===== src/rtl/spi_slave_param.sv =====
// spi_slave_param: parametrised SPI slave.
// Receives {cmd[1:0], payload} frames MSB first on MOSI and presents them on
// rx_data with a one-cycle rx_valid strobe. A read-data command is followed by
// a PAYLOAD_W-bit response on MISO once tx_valid supplies the data. Dropping
// SS_n before a frame is complete pulses frame_err.
module spi_slave_param #(
    parameter int PAYLOAD_W = 8,
    parameter int CNT_W     = $clog2(2 * PAYLOAD_W + 3)
) (
    input  logic                   clk,
    input  logic                   rst_n,
    input  logic                   SS_n,
    input  logic                   MOSI,
    output logic                   MISO,
    output logic [PAYLOAD_W+1:0]   rx_data,
    output logic                   rx_valid,
    input  logic [PAYLOAD_W-1:0]   tx_data,
    input  logic                   tx_valid,
    output logic                   frame_err
);

    localparam int RX_W = PAYLOAD_W + 2;

    // Counter milestones: RX_W bits received, then PAYLOAD_W response bits.
    localparam logic [CNT_W-1:0] C_ONE  = CNT_W'(1);
    localparam logic [CNT_W-1:0] C_RXW  = CNT_W'(RX_W);
    localparam logic [CNT_W-1:0] C_LAST = CNT_W'(RX_W - 1);
    localparam logic [CNT_W-1:0] C_DONE = CNT_W'(RX_W + PAYLOAD_W);

    typedef enum logic [2:0] {
        IDLE      = 3'd0,
        CHK_CMD   = 3'd1,
        WRITE     = 3'd2,
        READ_ADD  = 3'd3,
        READ_DATA = 3'd4
    } state_t;

    state_t                 r_state;
    state_t                 w_state_next;
    logic [CNT_W-1:0]       r_cnt;
    logic [CNT_W-1:0]       w_cnt_next;
    logic [RX_W-1:0]        r_shift;
    logic [RX_W-1:0]        w_shift_next;
    logic [RX_W-1:0]        w_shift_in;
    logic [RX_W-1:0]        r_rx_data;
    logic [RX_W-1:0]        w_rx_data_next;
    logic                   r_rx_valid;
    logic                   w_rx_valid_next;
    logic                   r_frame_err;
    logic                   w_frame_err_next;
    logic                   r_rd_seen;
    logic                   w_rd_seen_next;
    logic                   r_miso;
    logic                   w_miso_next;
    logic [PAYLOAD_W-1:0]   r_tx_sr;
    logic [PAYLOAD_W-1:0]   w_tx_sr_next;

    assign MISO      = r_miso;
    assign rx_data   = r_rx_data;
    assign rx_valid  = r_rx_valid;
    assign frame_err = r_frame_err;

    // Current frame word with the newly sampled MOSI bit appended at the LSB.
    assign w_shift_in = {r_shift[RX_W-2:0], MOSI};

    // State and datapath registers; every bit has a defined reset value.
    always_ff @(posedge clk or negedge rst_n) begin
        if (!rst_n) begin
            r_state     <= IDLE;
            r_cnt       <= '0;
            r_shift     <= '0;
            r_rx_data   <= '0;
            r_rx_valid  <= 1'b0;
            r_frame_err <= 1'b0;
            r_rd_seen   <= 1'b0;
            r_miso      <= 1'b0;
            r_tx_sr     <= '0;
        end else begin
            r_state     <= w_state_next;
            r_cnt       <= w_cnt_next;
            r_shift     <= w_shift_next;
            r_rx_data   <= w_rx_data_next;
            r_rx_valid  <= w_rx_valid_next;
            r_frame_err <= w_frame_err_next;
            r_rd_seen   <= w_rd_seen_next;
            r_miso      <= w_miso_next;
            r_tx_sr     <= w_tx_sr_next;
        end
    end

    // Next-state and datapath decode; strobes default low every cycle.
    always_comb begin
        w_state_next     = r_state;
        w_cnt_next       = r_cnt;
        w_shift_next     = r_shift;
        w_rx_data_next   = r_rx_data;
        w_rx_valid_next  = 1'b0;
        w_frame_err_next = 1'b0;
        w_rd_seen_next   = r_rd_seen;
        w_miso_next      = r_miso;
        w_tx_sr_next     = r_tx_sr;

        if ((r_state != IDLE) && SS_n) begin
            // Frame boundary: the bit sampled now is dropped. An incomplete
            // frame (including one ending on its last bit) is an error.
            w_state_next     = IDLE;
            w_cnt_next       = '0;
            w_miso_next      = 1'b0;
            w_frame_err_next = (r_cnt < C_RXW);
        end else begin
            case (r_state)
                IDLE: begin
                    if (!SS_n) begin
                        w_state_next = CHK_CMD;
                    end
                end
                CHK_CMD: begin
                    // cmd[1] picks the path; a read after a read address is
                    // treated as read data.
                    w_shift_next = w_shift_in;
                    w_cnt_next   = C_ONE;
                    if (!MOSI) begin
                        w_state_next = WRITE;
                    end else if (r_rd_seen) begin
                        w_state_next = READ_DATA;
                    end else begin
                        w_state_next = READ_ADD;
                    end
                end
                WRITE, READ_ADD, READ_DATA: begin
                    if (r_cnt < C_RXW) begin
                        w_shift_next = w_shift_in;
                        w_cnt_next   = r_cnt + C_ONE;
                        if (r_cnt == C_LAST) begin
                            w_rx_data_next  = w_shift_in;
                            w_rx_valid_next = 1'b1;
                            if (r_state == READ_ADD) begin
                                w_rd_seen_next = 1'b1;
                            end
                        end
                    end else if (r_state == READ_DATA) begin
                        if (r_cnt == C_RXW) begin
                            // Wait indefinitely for response data.
                            if (tx_valid) begin
                                w_miso_next  = tx_data[PAYLOAD_W-1];
                                w_tx_sr_next = tx_data << 1;
                                w_cnt_next   = r_cnt + C_ONE;
                            end
                        end else if (r_cnt < C_DONE) begin
                            w_miso_next  = r_tx_sr[PAYLOAD_W-1];
                            w_tx_sr_next = r_tx_sr << 1;
                            w_cnt_next   = r_cnt + C_ONE;
                        end else begin
                            // Response finished: park MISO low, ignore
                            // tx_valid until the next frame.
                            w_miso_next    = 1'b0;
                            w_rd_seen_next = 1'b0;
                        end
                    end
                end
                default: begin
                    w_state_next = IDLE;
                    w_cnt_next   = '0;
                    w_miso_next  = 1'b0;
                end
            endcase
        end
    end

endmodule

===== config.mk =====
export PLATFORM = sky130hd
export DESIGN_NAME = spi_slave_param
export DESIGN_NICKNAME = d
export VERILOG_FILES = /design/src/rtl/spi_slave_param.sv
export SDC_FILE = /design/constraint.sdc
export NUM_CORES = 1
export LEC_CHECK = 0
export ABC_AREA = 1
export BUFFER_PORTS_ARGS = -buffer_cell sky130_fd_sc_hd__buf_2
export CORE_MARGIN = 1.5
export CORE_UTILIZATION = 57
export DETAILED_ROUTE_END_ITERATION = 7
export PLACE_DENSITY_LB_ADDON = 0.1
export SLEW_MARGIN = 5
export SYNTH_ARGS = -nofsm -noshare
export SYNTH_HDL_FRONTEND = slang
export SYNTH_SLANG_ARGS = --single-unit

===== constraint.sdc =====
create_clock -name clk -period 1.6 [get_ports clk]
set_input_delay 0.08 -clock clk [delete_from_list [all_inputs] [get_ports clk]]
set_output_delay 0.08 -clock clk [all_outputs]
set_load 0.02 [all_outputs]

-- Yosys cells after proc, flatten, opt, wreduce, memory -nomap -nowiden
Cells that the tools add are included.
- output and inout bits: 13
- register bits after elaboration: 39
- equal/unequal tests: 22
- bitwise gates (word level): 2
- magnitude comparators: 2
- muxes and demuxes: 35
- $add $sub $neg: 1
- reduce and logical (&&, ||, !) cells: 15
- operator list (cell ; number):
    $mux W5 ; 6
    $mux W8 ; 3
    $pmux W9 S2 ; 1
    $mux W1 ; 17
    $pmux W5 S3 ; 1
    $mux W3 ; 4
    $ne A2 B2 Y1 const B ; 6
    $reduce_and A4 Y1 ; 3
    $eq A5 B4 Y1 const B ; 2
    $ne A5 B5 Y1 const B ; 2
    $mux W9 ; 1
    $ne A3 B3 Y1 const B ; 3
    $pmux W3 S3 ; 1
    $ne A4 B4 Y1 const B ; 2
    $reduce_and A7 Y1 ; 1
    $eq A3 B2 Y1 const B ; 2
    $ne A2 B1 Y1 const B ; 3
    $reduce_and A6 Y1 ; 1
    $reduce_bool A2 Y1 ; 3
    $add A5 B1 Y5 const B ; 1
    $lt A5 B4 Y1 const B ; 1
    $lt A5 B5 Y1 const B ; 1
    $eq A3 B1 Y1 const B ; 1
    $eq A3 B3 Y1 const B ; 1
    9 further kinds ; 10

-- Longest topological paths before layout
- word-level depth: 7
- gate-level depth with buffers: 10
- gate-level depth less buffers: 10

-- Least setup slack after synthesis
OpenSTA, ideal clock, no wires.
- path kind: register to register
- start: register r_cnt[1]
- end: register r_tx_sr[2]
- data arrival time: 1.343 ns
- buffers on the path: 0
- setup slack: 0.141 ns
- library setup time: 0.116 ns
- cell stages (with the launch flop): 9
- cells stage by stage: dfrtp_1 -> ha_1 -> inv_1 -> nor2_1 -> nand3b_1 -> nand4_4 -> inv_2 -> nand2_1 -> nand2_1
- cells in the longest elaborated chain, start to end: 3
- elaborated cells between the ends (all ways): 8
- those cells by class: 2 x order compare; 2 x eq/ne; 1 x mux; 1 x bitwise; 2 x reduce/logical
- ends and longest elaborated chain (item ; RTL line ; text):
    start: declaration ; 40 ; logic [CNT_W-1:0] r_cnt;
    start signal: assignment ; 80 ; r_cnt <= w_cnt_next;
    $lt A5 B5 Y1, or another cell as far along ; 149 ; end else if (r_cnt < C_DONE) begin
    $reduce_bool A2 Y1 (no line), or another cell as far along ; -- ;
    $reduce_and A6 Y1 (no line) ; -- ;
    end signal: assignment ; 87 ; r_tx_sr <= w_tx_sr_next;
    end: declaration ; 55 ; logic [PAYLOAD_W-1:0] r_tx_sr;
Several ways; a longest one is shown, not always the timed one.
A chain may end at the register's enable or synchronous reset.

-- Worst setup path after layout
- start: register r_state[0]
- end: register r_cnt[2]
- cells in the longest elaborated chain, start to end: 4
- elaborated cells between the ends (all ways): 15
- those cells by class: 8 x eq/ne; 2 x mux; 5 x reduce/logical
- ends and longest elaborated chain (item ; RTL line ; text):
    start: declaration ; 38 ; state_t r_state;
    start signal: assignment ; 79 ; r_state <= w_state_next;
    $eq A3 B2 Y1, or another cell as far along ; 111 ; case (r_state)
    $reduce_or A3 Y1 or $logic_and A1 B1 Y1 (tied branches) ; 111, 103 ;
    $ne A5 B5 Y1 (no line), or another cell as far along ; -- ;
    $reduce_and A4 Y1 (no line) or $mux W5 (tied branches) ; -- ;
Several ways; a longest one is shown, not always the timed one.

==> impl_metrics.xml <==
<?xml version="1.0" encoding="UTF-8"?>
<metrics>
  <group name="status">
    <metric name="run_status" unit="">complete, no violations</metric>
  </group>
  <group name="synth">
    <metric name="synth.area.top_cells" unit="">dfrtp_1 (48%), nand2_1 (17%), o21ai_2 (4.0%), inv_1 (3.8%), nand2_4 (2.9%)</metric>
    <metric name="mappedNetlistArea" unit="sq um">1970</metric>
    <metric name="netlist-cell-type-count" unit="">30</metric>
    <metric name="gate_count_after_technology_mapping" unit="">235</metric>
    <metric name="yosys.area.top_type" unit="">dfrtp_1</metric>
    <metric name="ys.warnings.count" unit="">0</metric>
    <metric name="synthesis.nets" unit="">251</metric>
    <metric name="seq_area_frac_synth" unit="%">48.2</metric>
    <metric name="synth_largest_type_area_fraction" unit="%">48.2</metric>
    <metric name="synth-main-ff-cell" unit="">dfrtp_1</metric>
    <metric name="asyncSetResetFlopFracSynth" unit="%">100</metric>
    <metric name="post_synth.cell_area_avg" unit="sq um">8.40</metric>
    <metric name="synth_most_common_cell" unit="">nand2_1</metric>
    <metric name="yosys_register_bits" unit="">38</metric>
    <metric name="yosys-top-cells-count" unit="">nand2_1 (90), dfrtp_1 (38), inv_1 (20)</metric>
    <metric name="synth_edf_count" unit="">0</metric>
  </group>
  <group name="power">
    <metric name="pwr-share-clk" unit="%">30.6</metric>
    <metric name="seqPwrFrac" unit="%">43.1</metric>
    <metric name="power_leakage" unit="nW">1.24</metric>
    <metric name="worst_ir_drop_vdd" unit="mV">0.558</metric>
    <metric name="power.share.switching" unit="%">32.1</metric>
    <metric name="p_comb_share" unit="%">26.3</metric>
    <metric name="power.density_cell_area" unit="nW/um^2">1140</metric>
    <metric name="internal-power" unit="W">0.00183</metric>
    <metric name="total_switching_power" unit="W">0.000862</metric>
  </group>
  <group name="drt">
    <metric name="drt_iter0_drc" unit="">87</metric>
    <metric name="postRouteWirelength" unit="um">3600</metric>
    <metric name="drt-vias-per-instance" unit="">4.80</metric>
    <metric name="routed_via_count" unit="">1541</metric>
    <metric name="drt-wirelength-per-cell" unit="um">11.2</metric>
    <metric name="remaining_design_rule_violation_count" unit="">0</metric>
    <metric name="dr.pass1.iters" unit="">4</metric>
    <metric name="antenna_left" unit="">0</metric>
  </group>
  <group name="global_route">
    <metric name="grtUsageTotal" unit="%">20.3</metric>
    <metric name="overflow" unit="">0</metric>
    <metric name="maximum_number_of_pins_on_one_net_before_global_route_repair" unit="">39</metric>
    <metric name="initial_antenna_violation_count" unit="">0</metric>
    <metric name="grt_pass1_vias" unit="">1327</metric>
    <metric name="first_pass_grt_wire_length" unit="um">5680</metric>
  </group>
  <group name="timing">
    <metric name="timing.final.crit_share" unit="%">94.0</metric>
    <metric name="setup_tns" unit="ps">0</metric>
    <metric name="timing.max_slew.rel_slack" unit="%">67.7</metric>
    <metric name="report.final.setup_viol" unit="">0</metric>
    <metric name="finalWorstPathRequiredPeriod" unit="ps">1500</metric>
    <metric name="timing.clock.skew" unit="ps">15.1</metric>
    <metric name="hold_viol_final" unit="">0</metric>
    <metric name="grt_setup_unrepaired" unit="">yes</metric>
    <metric name="achievable_clock_frequency" unit="GHz">0.665</metric>
    <metric name="tightestPinTransition" unit="ps">484</metric>
    <metric name="max_slew_violations" unit="">0</metric>
  </group>
  <group name="clock_network">
    <metric name="clock_tree.root_cell" unit="">clkbuf_4</metric>
    <metric name="clkSlewWorstSetupHoldPaths" unit="ps">130</metric>
    <metric name="cts.path.max_buffers" unit="">2</metric>
    <metric name="cts_tree" unit="">yes</metric>
    <metric name="cts-htree-levels" unit="">2</metric>
    <metric name="cts.sinks" unit="">38</metric>
    <metric name="tritoncts.num_buffers" unit="">5</metric>
    <metric name="insertion_delay" unit="ps">350</metric>
  </group>
  <group name="setup_path">
    <metric name="timing.critical_path.arrival" unit="ps">1790</metric>
    <metric name="cp_num_buf_inv" unit="">0</metric>
    <metric name="worstPathCellList" unit="">nor2_1 &gt; nand2_1 &gt; nand2_2 &gt; nand2_4 &gt; nor2_1 &gt; nand2_4 &gt; nand2_4 &gt; nand2_1 &gt; nand2_1</metric>
    <metric name="critical_path.startpoint" unit="">r_state[0]</metric>
    <metric name="class_of_the_most_critical_setup_path" unit="">flip-flop to flip-flop</metric>
    <metric name="slowest_delay" unit="ps">430</metric>
    <metric name="worst_path_max_delay_cell" unit="">dfrtp_1</metric>
    <metric name="cp-start-kind" unit="">flip-flop</metric>
    <metric name="crit_path_end_kind" unit="">flip-flop</metric>
    <metric name="largest_fanout_on_the_critical_path" unit="">7</metric>
    <metric name="critical_path_required" unit="ps">1880</metric>
    <metric name="dominant_delay_contributor_by_cell_family_on_the_critical_path" unit="">simple AND/OR/NAND/NOR gates</metric>
    <metric name="worst_r2r_startpoint" unit="">r_state[0]</metric>
  </group>
  <group name="placed_design">
    <metric name="finalWeightedCongestion" unit="">0.840</metric>
    <metric name="place_inst" unit="">308</metric>
    <metric name="port-buffer-count" unit="">25</metric>
    <metric name="place.detailed.hpwl" unit="um">2450</metric>
  </group>
  <group name="floorplan">
    <metric name="floorplan.initialDensity" unit="%">59.2</metric>
    <metric name="core-area" unit="sq um">3340</metric>
    <metric name="die-height" unit="um">61.9</metric>
    <metric name="fp.dieArea" unit="sq um">3830</metric>
    <metric name="num_io_pins" unit="">26</metric>
    <metric name="chipWidth" unit="um">61.9</metric>
    <metric name="count_of_standard_cell_rows" unit="">21</metric>
  </group>
  <group name="min_path">
    <metric name="hold_start" unit="">tx_data[1]</metric>
    <metric name="hp-class" unit="">primary input to flip-flop</metric>
  </group>
  <group name="cells_and_area">
    <metric name="num-fill-cells" unit="">282</metric>
    <metric name="post_layout_nonfiller_instances" unit="">321</metric>
    <metric name="n_antenna_cell" unit="">0</metric>
    <metric name="ratio_of_cells_with_drive_above_1_in_the_final_layout" unit="%">27.6</metric>
    <metric name="fin_nets" unit="">290</metric>
    <metric name="area_growth" unit="%">19.1</metric>
  </group>
  <group name="run">
    <metric name="drv_cap" unit="">0</metric>
  </group>
</metrics>
## flip-flops by register name, summed over array words and instances, names as in the netlist
| register | cells |
|---|---|
| MISO | 1 |
| rx_valid | 1 |
| frame_err | 1 |
| r_cnt | 5 |
| r_shift | 9 |
| r_tx_sr | 7 |
| r_rd_seen | 1 |
| rx_data | 10 |
| r_state | 3 |
## metal layers
layer	vias up	track usage (%)	wire, um
met5	-	0	0
met2	24	34.7	1680
met3	6	5.59	142
li1	813	-	-
met1	698	25.1	1730
met4	0	6.38	50
## per-stage QoR
step	instance area [sq um]	power (W)	hold slack, ps	utilization [%]	setup WS, ps
2_1_floorplan	1970	0.00171	-216	-	141
3_3_place_gp	2180	0.00183	149	65.2	130
3_5_place_dp	2180	0.00185	152	65.2	85.5
4_1_cts	2310	0.00268	4.31	69.3	67.1
5_1_grt	2350	0.00285	11.1	70.5	-14.5
6_report	2350	0.00269	15.7	70.5	96.4
## logic make-up after synthesis
family / after synthesis / synth area share (%)
AO/OA/AOI/OAI: 28 / 9.57
XOR/XNOR: 3 / 1.33
adder cells (fa/ha/maj): 3 / 1.90
buffers and inverters: 30 / 7.10
flip-flops: 38 / 48.2
AND/OR/NAND/NOR: 133 / 31.9
## power groups by stage
stage,clock [W],combinational [W],sequential (W)
2_1_floorplan,0,0.000529,0.00118
3_3_place_gp,0,0.000658,0.00117
3_5_place_dp,0,0.000672,0.00118
4_1_cts,0.000840,0.000684,0.00116
5_1_grt,0.000878,0.000802,0.00117
6_report,0.000824,0.000707,0.00116
## what timing repair did
item | in CTS | in global routing
setup endpoints to repair | 0 | 20
hold buffers | 3 | 0
endpoints found under the hold margin | 40 | 0
resized for setup | 0 | 8
buffers inserted | 0 | 1
## cell type report
class / count / area, sq um / share of cell area [%]
clock buffer: 5 / 37.5 / 1.60
tap: 46 / 57.6 / 2.45
multi-input combinational: 168 / 911 / 38.7
clock inverter: 3 / 68.8 / 2.93
inverter: 25 / 96.3 / 4.10
timing repair buffer: 36 / 228 / 9.68
sequential: 38 / 953 / 40.5
## path summary, 6_finish.rpt
kind                       slack, ps  depth (start not counted)    endpoint
hold / removal                    20                          5  r_tx_sr[2]
setup / recovery                 100                          9    r_cnt[2]
min in group asynchronous        310                          3  rx_data[3]
setup reg to reg                 100                          9    r_cnt[2]
hold reg to reg                  490                          2  rx_data[9]
max in group asynchronous        910                          3    r_cnt[1]
## cell usage in the layout, fill, tap and decap left out, types with 2 or more instances in the layout
cell type	instances
nand2_1	90
dfrtp_1	36
buf_2	25
inv_1	20
nor2_1	13
o21ai_1	11
nand3_1	10
o21ai_2	9
buf_4	7
nand2_4	6
nor2_2	5
clkbuf_4	5
o21ai_0	4
inv_2	3
ha_1	3
dlygate4sd3_1	3
nand2_2	2
xor2_1	2
nand3_4	2
bufinv_16	2
dfrtp_2	2
## tightest hold or removal path: cells and delay by family
kind          cells  cell delay [ps]
buf+inv           1               80
simple gates      4              190
Power figures use the tool's default switching activity.
